$ cat src/rtl/alu_req_scheduler.sv
// -----------------------------------------------------------------------------
// alu_req_scheduler
//
// Shares one ALU datapath between two requesters. A request is granted in
// IDLE, its operands/opcode are latched onto the ALU inputs, alu_en is held
// for SETTLE cycles plus one capture cycle, the ALU result is registered and
// returned to the owning requester as a one-cycle response pulse.
//
// Build option:
//   ALU_SCHED_RR_EN  defined   -> round-robin arbitration between requesters
//                    undefined -> fixed priority, requester 0 wins
//
// Ports:
//   clk, rst_n                      clock, async active-low reset
//   req{0,1}_valid/_ready           request handshake
//   req{0,1}_a/_b/_op               request operands and opcode
//   rsp{0,1}_valid                  one-cycle response pulse per requester
//   rsp_result, rsp_carry           captured ALU result/carry (shared)
//   alu_en                          operand-enable gating to the ALU
//   alu_a, alu_b, alu_op            latched operands/opcode to the ALU
//   alu_result, alu_carry           ALU outputs
// -----------------------------------------------------------------------------
// state    | meaning
// ---------+-------------------------------------------------------------
// S_IDLE   | waiting for a request; one requester may see ready
// S_SETTLE | alu_en high, settle counter running down
// S_CAPTURE| alu_en high, ALU result registered at end of cycle
// S_RESP   | response pulse to owner, alu_en low
// -----------------------------------------------------------------------------
module alu_req_scheduler #(
  parameter int WIDTH  = 4,
  parameter int OP_W   = 3,
  parameter int SETTLE = 2
) (
  input  logic             clk,
  input  logic             rst_n,
  input  logic             req0_valid,
  output logic             req0_ready,
  input  logic [WIDTH-1:0] req0_a,
  input  logic [WIDTH-1:0] req0_b,
  input  logic [OP_W-1:0]  req0_op,
  input  logic             req1_valid,
  output logic             req1_ready,
  input  logic [WIDTH-1:0] req1_a,
  input  logic [WIDTH-1:0] req1_b,
  input  logic [OP_W-1:0]  req1_op,
  output logic             rsp0_valid,
  output logic             rsp1_valid,
  output logic [WIDTH-1:0] rsp_result,
  output logic             rsp_carry,
  output logic             alu_en,
  output logic [WIDTH-1:0] alu_a,
  output logic [WIDTH-1:0] alu_b,
  output logic [OP_W-1:0]  alu_op,
  input  logic [WIDTH-1:0] alu_result,
  input  logic             alu_carry
);

  typedef enum logic [1:0] {
    S_IDLE    = 2'd0,
    S_SETTLE  = 2'd1,
    S_CAPTURE = 2'd2,
    S_RESP    = 2'd3
  } state_t;

  state_t     r_state;
  state_t     w_next;
  logic [3:0] r_cnt;
  logic       r_owner;
  logic       w_idle;
  logic       w_grant1;
  logic       w_accept;

`ifdef ALU_SCHED_RR_EN
  logic r_last_grant;

  // On contention the requester that did not win last time is granted.
  assign w_grant1 = req1_valid & (~req0_valid | ~r_last_grant);

  always_ff @(posedge clk or negedge rst_n) begin
    if (!rst_n) begin
      r_last_grant <= 1'b1;
    end else if (w_accept) begin
      r_last_grant <= w_grant1;
    end
  end
`else
  assign w_grant1 = req1_valid & ~req0_valid;
`endif

  assign w_idle     = (r_state == S_IDLE);
  assign w_accept   = w_idle & (req0_valid | req1_valid);
  assign req0_ready = w_idle & req0_valid & ~w_grant1;
  assign req1_ready = w_idle & w_grant1;

  always_ff @(posedge clk or negedge rst_n) begin
    if (!rst_n) begin
      r_state <= S_IDLE;
    end else begin
      r_state <= w_next;
    end
  end

  always_comb begin
    w_next     = r_state;
    alu_en     = 1'b0;
    rsp0_valid = 1'b0;
    rsp1_valid = 1'b0;
    case (r_state)
      S_IDLE: begin
        if (w_accept) w_next = S_SETTLE;
      end
      S_SETTLE: begin
        alu_en = 1'b1;
        if (r_cnt == 4'd0) w_next = S_CAPTURE;
      end
      S_CAPTURE: begin
        alu_en = 1'b1;
        w_next = S_RESP;
      end
      S_RESP: begin
        rsp0_valid = ~r_owner;
        rsp1_valid = r_owner;
        w_next     = S_IDLE;
      end
      default: w_next = S_IDLE;
    endcase
  end

  always_ff @(posedge clk or negedge rst_n) begin
    if (!rst_n) begin
      alu_a      <= '0;
      alu_b      <= '0;
      alu_op     <= '0;
      r_owner    <= 1'b0;
      r_cnt      <= 4'd0;
      rsp_result <= '0;
      rsp_carry  <= 1'b0;
    end else begin
      if (w_accept) begin
        alu_a   <= w_grant1 ? req1_a  : req0_a;
        alu_b   <= w_grant1 ? req1_b  : req0_b;
        alu_op  <= w_grant1 ? req1_op : req0_op;
        r_owner <= w_grant1;
        r_cnt   <= 4'(SETTLE - 1);
      end else if ((r_state == S_SETTLE) && (r_cnt != 4'd0)) begin
        r_cnt <= r_cnt - 4'd1;
      end
      if (r_state == S_CAPTURE) begin
        rsp_result <= alu_result;
        rsp_carry  <= alu_carry;
      end
    end
  end

endmodule

$ cat config.mk
export PLATFORM = sky130hd
export DESIGN_NAME = alu_req_scheduler
export DESIGN_NICKNAME = d
export VERILOG_FILES = /design/src/rtl/alu_req_scheduler.sv
export SDC_FILE = /design/constraint.sdc
export NUM_CORES = 1
export LEC_CHECK = 0
export CAP_MARGIN = 20
export CORE_UTILIZATION = 40
export CTS_BUF_LIST = sky130_fd_sc_hd__clkbuf_4
export CTS_CLUSTER_DIAMETER = 50
export CTS_CLUSTER_SIZE = 10
export DETAILED_ROUTE_END_ITERATION = 6
export DONT_BUFFER_PORTS = 1
export MAX_ROUTING_LAYER = met4
export PLACE_DENSITY_LB_ADDON = 0.1
export SYNTH_ARGS = -nofsm -noshare
export SYNTH_HDL_FRONTEND = slang
export SYNTH_SLANG_ARGS = --single-unit
$ cat constraint.sdc
create_clock -name clk -period 4.5 [get_ports clk]
set_input_delay 1.125 -clock clk [delete_from_list [all_inputs] [get_ports clk]]
set_output_delay 1.125 -clock clk [all_outputs]
set_load 0.005 [all_outputs]
## Yosys cells after proc, flatten, opt, wreduce, memory -nomap -nowiden

Index checks and enable logic that the tools add are counted.

- Output and inout bits: 21
- Bits of input ports: 31
- Logic and storage cells: 41
- Register bits: 23

- Eq/ne operators: 5
- Reductions and logical operators: 7
- Bitwise logic cells: 9
- Add/sub/neg operators: 1
- Mux-type cells: 11

Operator list:

| kind | count |
|---|---|
| $mux W4 | 4 |
| $pmux W2 S4 | 1 |
| $and A1 B1 Y1 | 5 |
| $eq A2 B2 Y1 const B | 2 |
| $logic_not A4 Y1 | 1 |
| $mux W2 | 2 |
| $reduce_bool A4 Y1 | 1 |
| $sub A4 B1 Y4 const B | 1 |
| $mux W1 | 3 |
| $mux W3 | 1 |
| $not A1 Y1 | 3 |
| $eq A2 B1 Y1 const B | 1 |
| $logic_not A2 Y1 | 1 |
| $ne A2 B1 Y1 const B | 1 |
| $ne A2 B2 Y1 const B | 1 |
| $reduce_and A2 Y1 | 1 |
| $reduce_bool A2 Y1 | 1 |
| $reduce_or A2 Y1 | 1 |
| $logic_and A1 B1 Y1 | 1 |
| $or A1 B1 Y1 | 1 |

## Logic depth before layout (Yosys ltp)

Gate-level depths: netlist of the first run.

- Word-level depth: 4
- Gate-level depth with buffers: 7
- Gate-level depth less buffers: 5

## Worst setup path after synthesis of the first run

Ideal clock, no wire load.

- Kind: input-to-output
- Start point: input req1_valid
- End point: output req1_ready
- Stages on the path: 3
- Required time: 3,375 ps
- Path buffers: 1
- Arrival time: 1,635 ps
- Slack: 1,740 ps
- Path through: nor2b_1 -> buf_2 -> and2_1

- Cells in the longest elaborated chain, start to end: 2

Ends and longest elaborated chain:

| element | line | RTL |
|---|---|---|
| start: declaration | 42 | `input logic req1_valid,` |
| $and A1 B1 Y1 | 88 | `assign w_grant1 = req1_valid & ~req0_valid;` |
| $and A1 B1 Y1 | 94 | `assign req1_ready = w_idle & w_grant1;` |
| end: declaration | 43 | `output logic req1_ready,` |

No other way between the ends.

## Final worst setup path of the first run

- Start point: register r_state[0]
- End point: output req0_ready

- Cells in the longest elaborated chain, start to end: 3

Ends and longest elaborated chain:

| element | line | RTL |
|---|---|---|
| start: declaration | 66 | `state_t r_state;` |
| start signal: assignment | 100 | `r_state <= w_next;` |
| $logic_not A2 Y1 | 91 | `assign w_idle = (r_state == S_IDLE);` |
| $and A1 B1 Y1 (2 in a row) | 93 | `assign req0_ready = w_idle & req0_valid & ~w_grant1;` |
| end: declaration | 38 | `output logic req0_ready,` |

No other way between the ends.

==> impl_metrics.toml, run 1 <==
[worst_setup_path]
path_cells = "inv_1 > ha_1 > and2_1"
critPathMaxFanout = 16
crit_start = "r_state[0]$_DFFE_PN0P_"
crit_required_ns = 3.38
cp_num_cells = 3
timing.rr.end = "r_cnt[1]$_DFFE_PN0P_"
crit_family = "adder cells"
critical_path_arrival_ns = 1.64
r2r_slack_ns = 2.46
crit_path_end = "req0_ready"
start_kind = "flip-flop"
end_kind = "output port"
slowest_delay_ns = 0.54
cp_slowest_cell = "ha_1"
critPathBufInv = 1
crit_type = "reg -> out"
reg2reg_from = "r_state[0]$_DFFE_PN0P_"
reg2reg_depth = 5

[finish]
final_nets = 134
fill_cells = 248
final_common_cell = "dfrtp_1"
layout_common_cells = "dfrtp_1 (23), a22o_1 (22), ha_1 (7)"
drive_gt1_share_pct = 13.7
post-route-util_pct = 43.6
antenna_cells = 0
syn_to_final_growth_pct = 4.15

[yosys]
yosys.area_share.simple_pct = 9.62
synth_top_area_cell = "dfrtp_1"
synthAdderAreaFrac_pct = 7.65
synthesis.area_mm2 = 0.00114
synth_area_leaders = "dfrtp_1 (50%), a22o_1 (17%), ha_1 (7.7%)"
synthCells = 96
yosys_warnings = 0
synthMuxAreaShare_pct = 7.65
synth_top_family_by_area = "compound AO/OA/AOI/OAI gates"
synth_cell_types = 26
avgSynthCellArea_um2 = 11.9
ys_ff_latch = 23
ys_seq_area_share_pct = 50.3
synth-xor-area-share_pct = 0
yosysTopAreaCellShare_pct = 50.3
syn-num-nets = 134
synth_compound_area_share_pct = 21.2

[floorplanning]
start_util_pct = 41.9
fp.dieH_um = 55.5
design.core.area_mm2 = 0.00273
rows = 19
die_w_um = 55.5
dieArea_mm2 = 0.00308
io_pins = 52

[power_and_ir_drop]
cellLeakagePower_nw = 0.557
power_density_mw_per_mm2 = 657
worst_ir_drop_vdd_v = 0.000303
p_total_mw = 0.783

[timing]
whs_ns = 0.496
fin_crit_sh_pct = 61.4
fin_worst_skew_ns = 0.00224
max_freq_mhz = 362
final.setup.tns_ns = 0
setup_viol = 0
relSlewSlack_pct = 50.9
rsz0062_at_grt = "no"
max_slew.worst_pin.slew_ns = 0.736
setup_ws_ns = 1.74
slew_viol_final = 0
hold_violations = 0
final.min_clock_period_ns = 2.76

[placement]
dp_hpwl_mm = 1.50
io_buffers = 0
globalplace.congestion = 0.688
pre_cts_slack_ns = 1.94

[clock_tree]
clockRootBuffer = "clkbuf_4"
clock-sinks = 23
numCtsBuffers = 3
cts_hold_buf = 0
post_cts_buffers = 0
htreeDepth = 1
clockBufferDepth = 2
cts_resized = 0
cts_tree = "built"
clk_pin_slew_ns = 0.12
clkLatencyLatePin_ns = 0.30

[route]
drt_wl_total_mm = 2.11
drc_errors = 0
drtIter0Drc = 19
avgRoutedWirePerCell_um = 16.8
dr.pass1.iters = 5
vias = 757
vias_per_cell = 6.01
route.antenna.remaining_nets = 0

[status]
status = "finished clean"

[grt]
grt_usage_pct = 14.8
grt_pass1_wl_mm = 3.42
grt_max_degree = 24
overflow = 0
grt_antenna_before_repair = 0
grt_pass1_vias = 756

[flow_run]
cap_violations = 0

[worst_hold_path]
hp-class = "in -> async"
## layer usage
metal	global-route usage [%]	wire, um	share of wire (%)	vias to the layer above
met5	-	0	0	-
met4	3.21	20	0.95	0
met3	4.92	135	6.4	2
met2	25.3	1030	49	33
met1	16.8	928	44	369
li1	-	-	-	353
## worst min path at each step
stage,startpoint,endpoint,cells past startpoint
after global placement,r_owner$_DFFE_PN0P_,r_owner$_DFFE_PN0P_,2
final,rst_n,alu_op[0]$_DFFE_PN0P_,0
after detailed placement,r_owner$_DFFE_PN0P_,r_owner$_DFFE_PN0P_,2
after CTS,rst_n,alu_op[0]$_DFFE_PN0P_,0
after floorplan,r_owner$_DFFE_PN0P_,r_owner$_DFFE_PN0P_,2
after global routing,rst_n,alu_op[0]$_DFFE_PN0P_,0
## cells in the mapped netlist
cell type,n
dfrtp_1,23
a22o_1,22
ha_1,7
mux2_2,5
inv_1,4
and2_1,3
buf_2,3
clkbuf_1,3
nand2_1,3
nor2_1,3
a21oi_1,2
mux2i_1,2
nand3_1,2
nor2b_1,2
a22oi_2,1
a31o_1,1
and3_1,1
and4b_1,1
mux2_1,1
nand2b_1,1
nand3b_1,1
nor3_1,1
o21ai_0,1
o21ai_1,1
o21ai_2,1
or3b_4,1
## flip-flops by register name (all words and copies together), names as in the netlist
name / count
rsp_carry: 1
alu_a: 4
rsp_result: 4
alu_b: 4
r_owner: 1
r_state: 2
alu_op: 3
r_cnt: 4
## stage by stage
step	cells	cell area, um2
floorplan	96	1140
global placement	122	1160
detailed placement	122	1160
CTS	126	1190
global route	126	1190
finish	126	1190
## cell type report
type	count	area (um2)	share of cell area, %
sequential	23	576	48.3
multi-input combinational	63	528	44.3
tap	31	38.8	3.25
clock buffer	3	22.5	1.89
inverter	4	15.0	1.26
timing repair buffer	1	7.51	0.630
clock inverter	1	5.00	0.420
## logic make-up after synthesis
| family | Yosys count |
|---|---|
| simple gates | 19 |
| flops | 23 |
| buf+inv | 10 |
| mux | 8 |
| compound gates | 29 |
| fa+ha+maj | 7 |
## report_power, final
part	switching (mW)	total, mW	internal [mW]
combinational	0.153	0.312	0.159
sequential	0.0739	0.378	0.304
clock	0.0592	0.0923	0.0331
## worst register-to-register path, cell delays in order (launching register included)
cell	delay, ns
dfrtp_1	0.42
inv_1	0.13
ha_1	0.54
o21ai_2	0.37
and4b_1	0.30
a31o_1	0.18
No activity file was read; power rests on OpenSTA's default activity.
==> run 2, diff against run 1 <==
- clock period: 4.5 -> 2.2 ns (I/O delays scaled with it)
==> run 2 against run 1 <==
Against the previous run: utilization grew 1.2 points; critical endpoint is now req1_ready; via count grew 1.6%; cell area grew 2.7%; largest cell class unchanged; hold slack lost 0.11 ns; sequential power grew 110%; largest power group unchanged; first-iteration DRC count grew 32%.
==> impl_metrics.toml, run 2 (synthesis gave the netlist of run 1 again) <==
[placement]
dp_hpwl_mm = 1.56
globalplace.congestion = 0.772
dpl_cell_area_mm2 = 0.00117
io_buffers = 0
dpl.cell_count = 123

[grt]
grt_pass1_wl_mm = 3.62
grt_usage_pct = 15.8
grt_max_degree = 24
overflow = 0
grt_antenna_before_repair = 0
grt_pass1_vias = 758

[power_and_ir_drop]
clkPwrFrac_pct = 12.1
p_seq_share_pct = 47.4
p_sw_share_pct = 37.0
p_total_mw = 1.63
switching_power_mw = 0.605
cellLeakagePower_nw = 0.574
combPwrFrac_pct = 40.5
worst_ir_drop_vdd_v = 0.000700
p_int_mw = 1.03
power_density_mw_per_mm2 = 1330

[finish]
finalNonFillerCells = 129
layout_common_cells = "dfrtp_1 (23), a22o_1 (22), ha_1 (7)"
drive_gt1_share_pct = 15.3
antenna_cells = 0
final_common_cell = "dfrtp_1"
fill_cells = 256
fin_area_mm2 = 0.00122
final_nets = 137
multi_input_area_um2 = 528
seq_area_um2 = 576
syn_to_final_growth_pct = 6.99

[clock_tree]
post_cts_buffers = 0
clkLatencyLatePin_ns = 0.31
cts_hold_buf = 1
clockBufferDepth = 2
clockRootBuffer = "clkbuf_4"
cts_resized = 0
cts_tree = "built"
numCtsBuffers = 3
htreeDepth = 1
clk_pin_slew_ns = 0.13
clock-sinks = 23

[route]
drt_wl_total_mm = 2.20
avgRoutedWirePerCell_um = 17.0
drc_errors = 0
route.antenna.remaining_nets = 0
drtIter0Drc = 25
vias_per_cell = 5.96
dr.pass1.iters = 4
vias = 769

[worst_setup_path]
slowest_delay_ns = 0.43
end_kind = "output port"
crit_required_ns = 1.65
critPathMaxFanout = 7
critical_path_arrival_ns = 1.38
crit_type = "reg -> out"
start_kind = "flip-flop"
cp_slowest_cell = "dfrtp_1"
path_cells = "inv_1 > ha_1 > and2_1"

[floorplanning]
rows = 19
die_w_um = 55.5
dieArea_mm2 = 0.00308
fp.dieH_um = 55.5
design.core.area_mm2 = 0.00273
io_pins = 52
start_util_pct = 41.9

[timing]
max_freq_mhz = 519
setup_viol = 0
relSlewSlack_pct = 52.8
rsz0062_at_grt = "no"
final.setup.tns_ns = 0
slew_viol_final = 0
final.min_clock_period_ns = 1.93
max_slew.worst_pin.slew_ns = 0.707
hold_violations = 0
fin_crit_sh_pct = 87.6
fin_worst_skew_ns = 0.00746
whs_ns = 0.383

[status]
status = "finished clean"

[flow_run]
cap_violations = 0

[worst_hold_path]
hp-class = "in -> reg"
run 2: power by group through the flow:
| stage | Sequential, mW | Clock, mW | Combinational (mW) |
|---|---|---|---|
| after floorplan | 0.745 | 0 | 0.553 |
| after global placement | 0.783 | 0 | 0.632 |
| after detailed placement | 0.785 | 0 | 0.665 |
| after CTS | 0.780 | 0.204 | 0.674 |
| after global routing | 0.802 | 0.224 | 0.748 |
| final | 0.775 | 0.198 | 0.662 |
run 2: path summary, 6_finish.rpt:
| path | start | end | slack, ns | cells after the start |
|---|---|---|---|---|
| worst max-delay path | r_state[0]$_DFFE_PN0P_ | req1_ready | 0.27 | 3 |
| worst min-delay path | req1_valid | r_owner$_DFFE_PN0P_ | 0.38 | 2 |
| worst max register to register | r_cnt[0]$_DFFE_PN0P_ | r_state[1]$_DFFE_PN0P_ | 0.48 | 5 |
| worst min register to register | r_owner$_DFFE_PN0P_ | r_owner$_DFFE_PN0P_ | 0.53 | 2 |
| max in group asynchronous | rst_n | r_cnt[3]$_DFFE_PN0P_ | 1.03 | 2 |
| min in group asynchronous | rst_n | alu_op[1]$_DFFE_PN0P_ | 0.67 | 1 |
run 2: final cells by class:
class                           instances  area share [%]
Timing Repair Buffer                    4            3.27
Inverter                                4            1.23
Sequential cell                        23            47.0
Clock buffer                            3            1.84
Multi-Input combinational cell         63            43.1
Clock inverter                          1           0.409
Tap cell                               31            3.17
run 2: layer usage:
| metal | GRT usage [%] | wire length, um | vias to the layer above |
|---|---|---|---|
| met2 | 25.0 | 1030 | 38 |
| met3 | 6.32 | 166 | 2 |
| li1 | - | - | 352 |
| met4 | 4.29 | 20 | 0 |
| met1 | 18.8 | 984 | 377 |
| met5 | - | 0 | - |
run 2: critical path, delay by kind of cell (launching register included):
kind	cells	cell delay [ns]
simple gates	1	0.21
flops	1	0.43
buf+inv	1	0.13
fa+ha+maj	1	0.30
run 2: stage by stage:
step	setup slack (ns)	util (%)
floorplan	0.430	-
global placement	0.529	42.9
finish	0.272	44.8
detailed placement	0.479	42.9
CTS	0.249	44.3
global route	0.180	44.8
==> run 3, diff against run 2 <==
- SLEW_MARGIN: unset -> 10
==> results of run 3 <==
No change in the layout: final DEF, timing and power equal those of run 2.
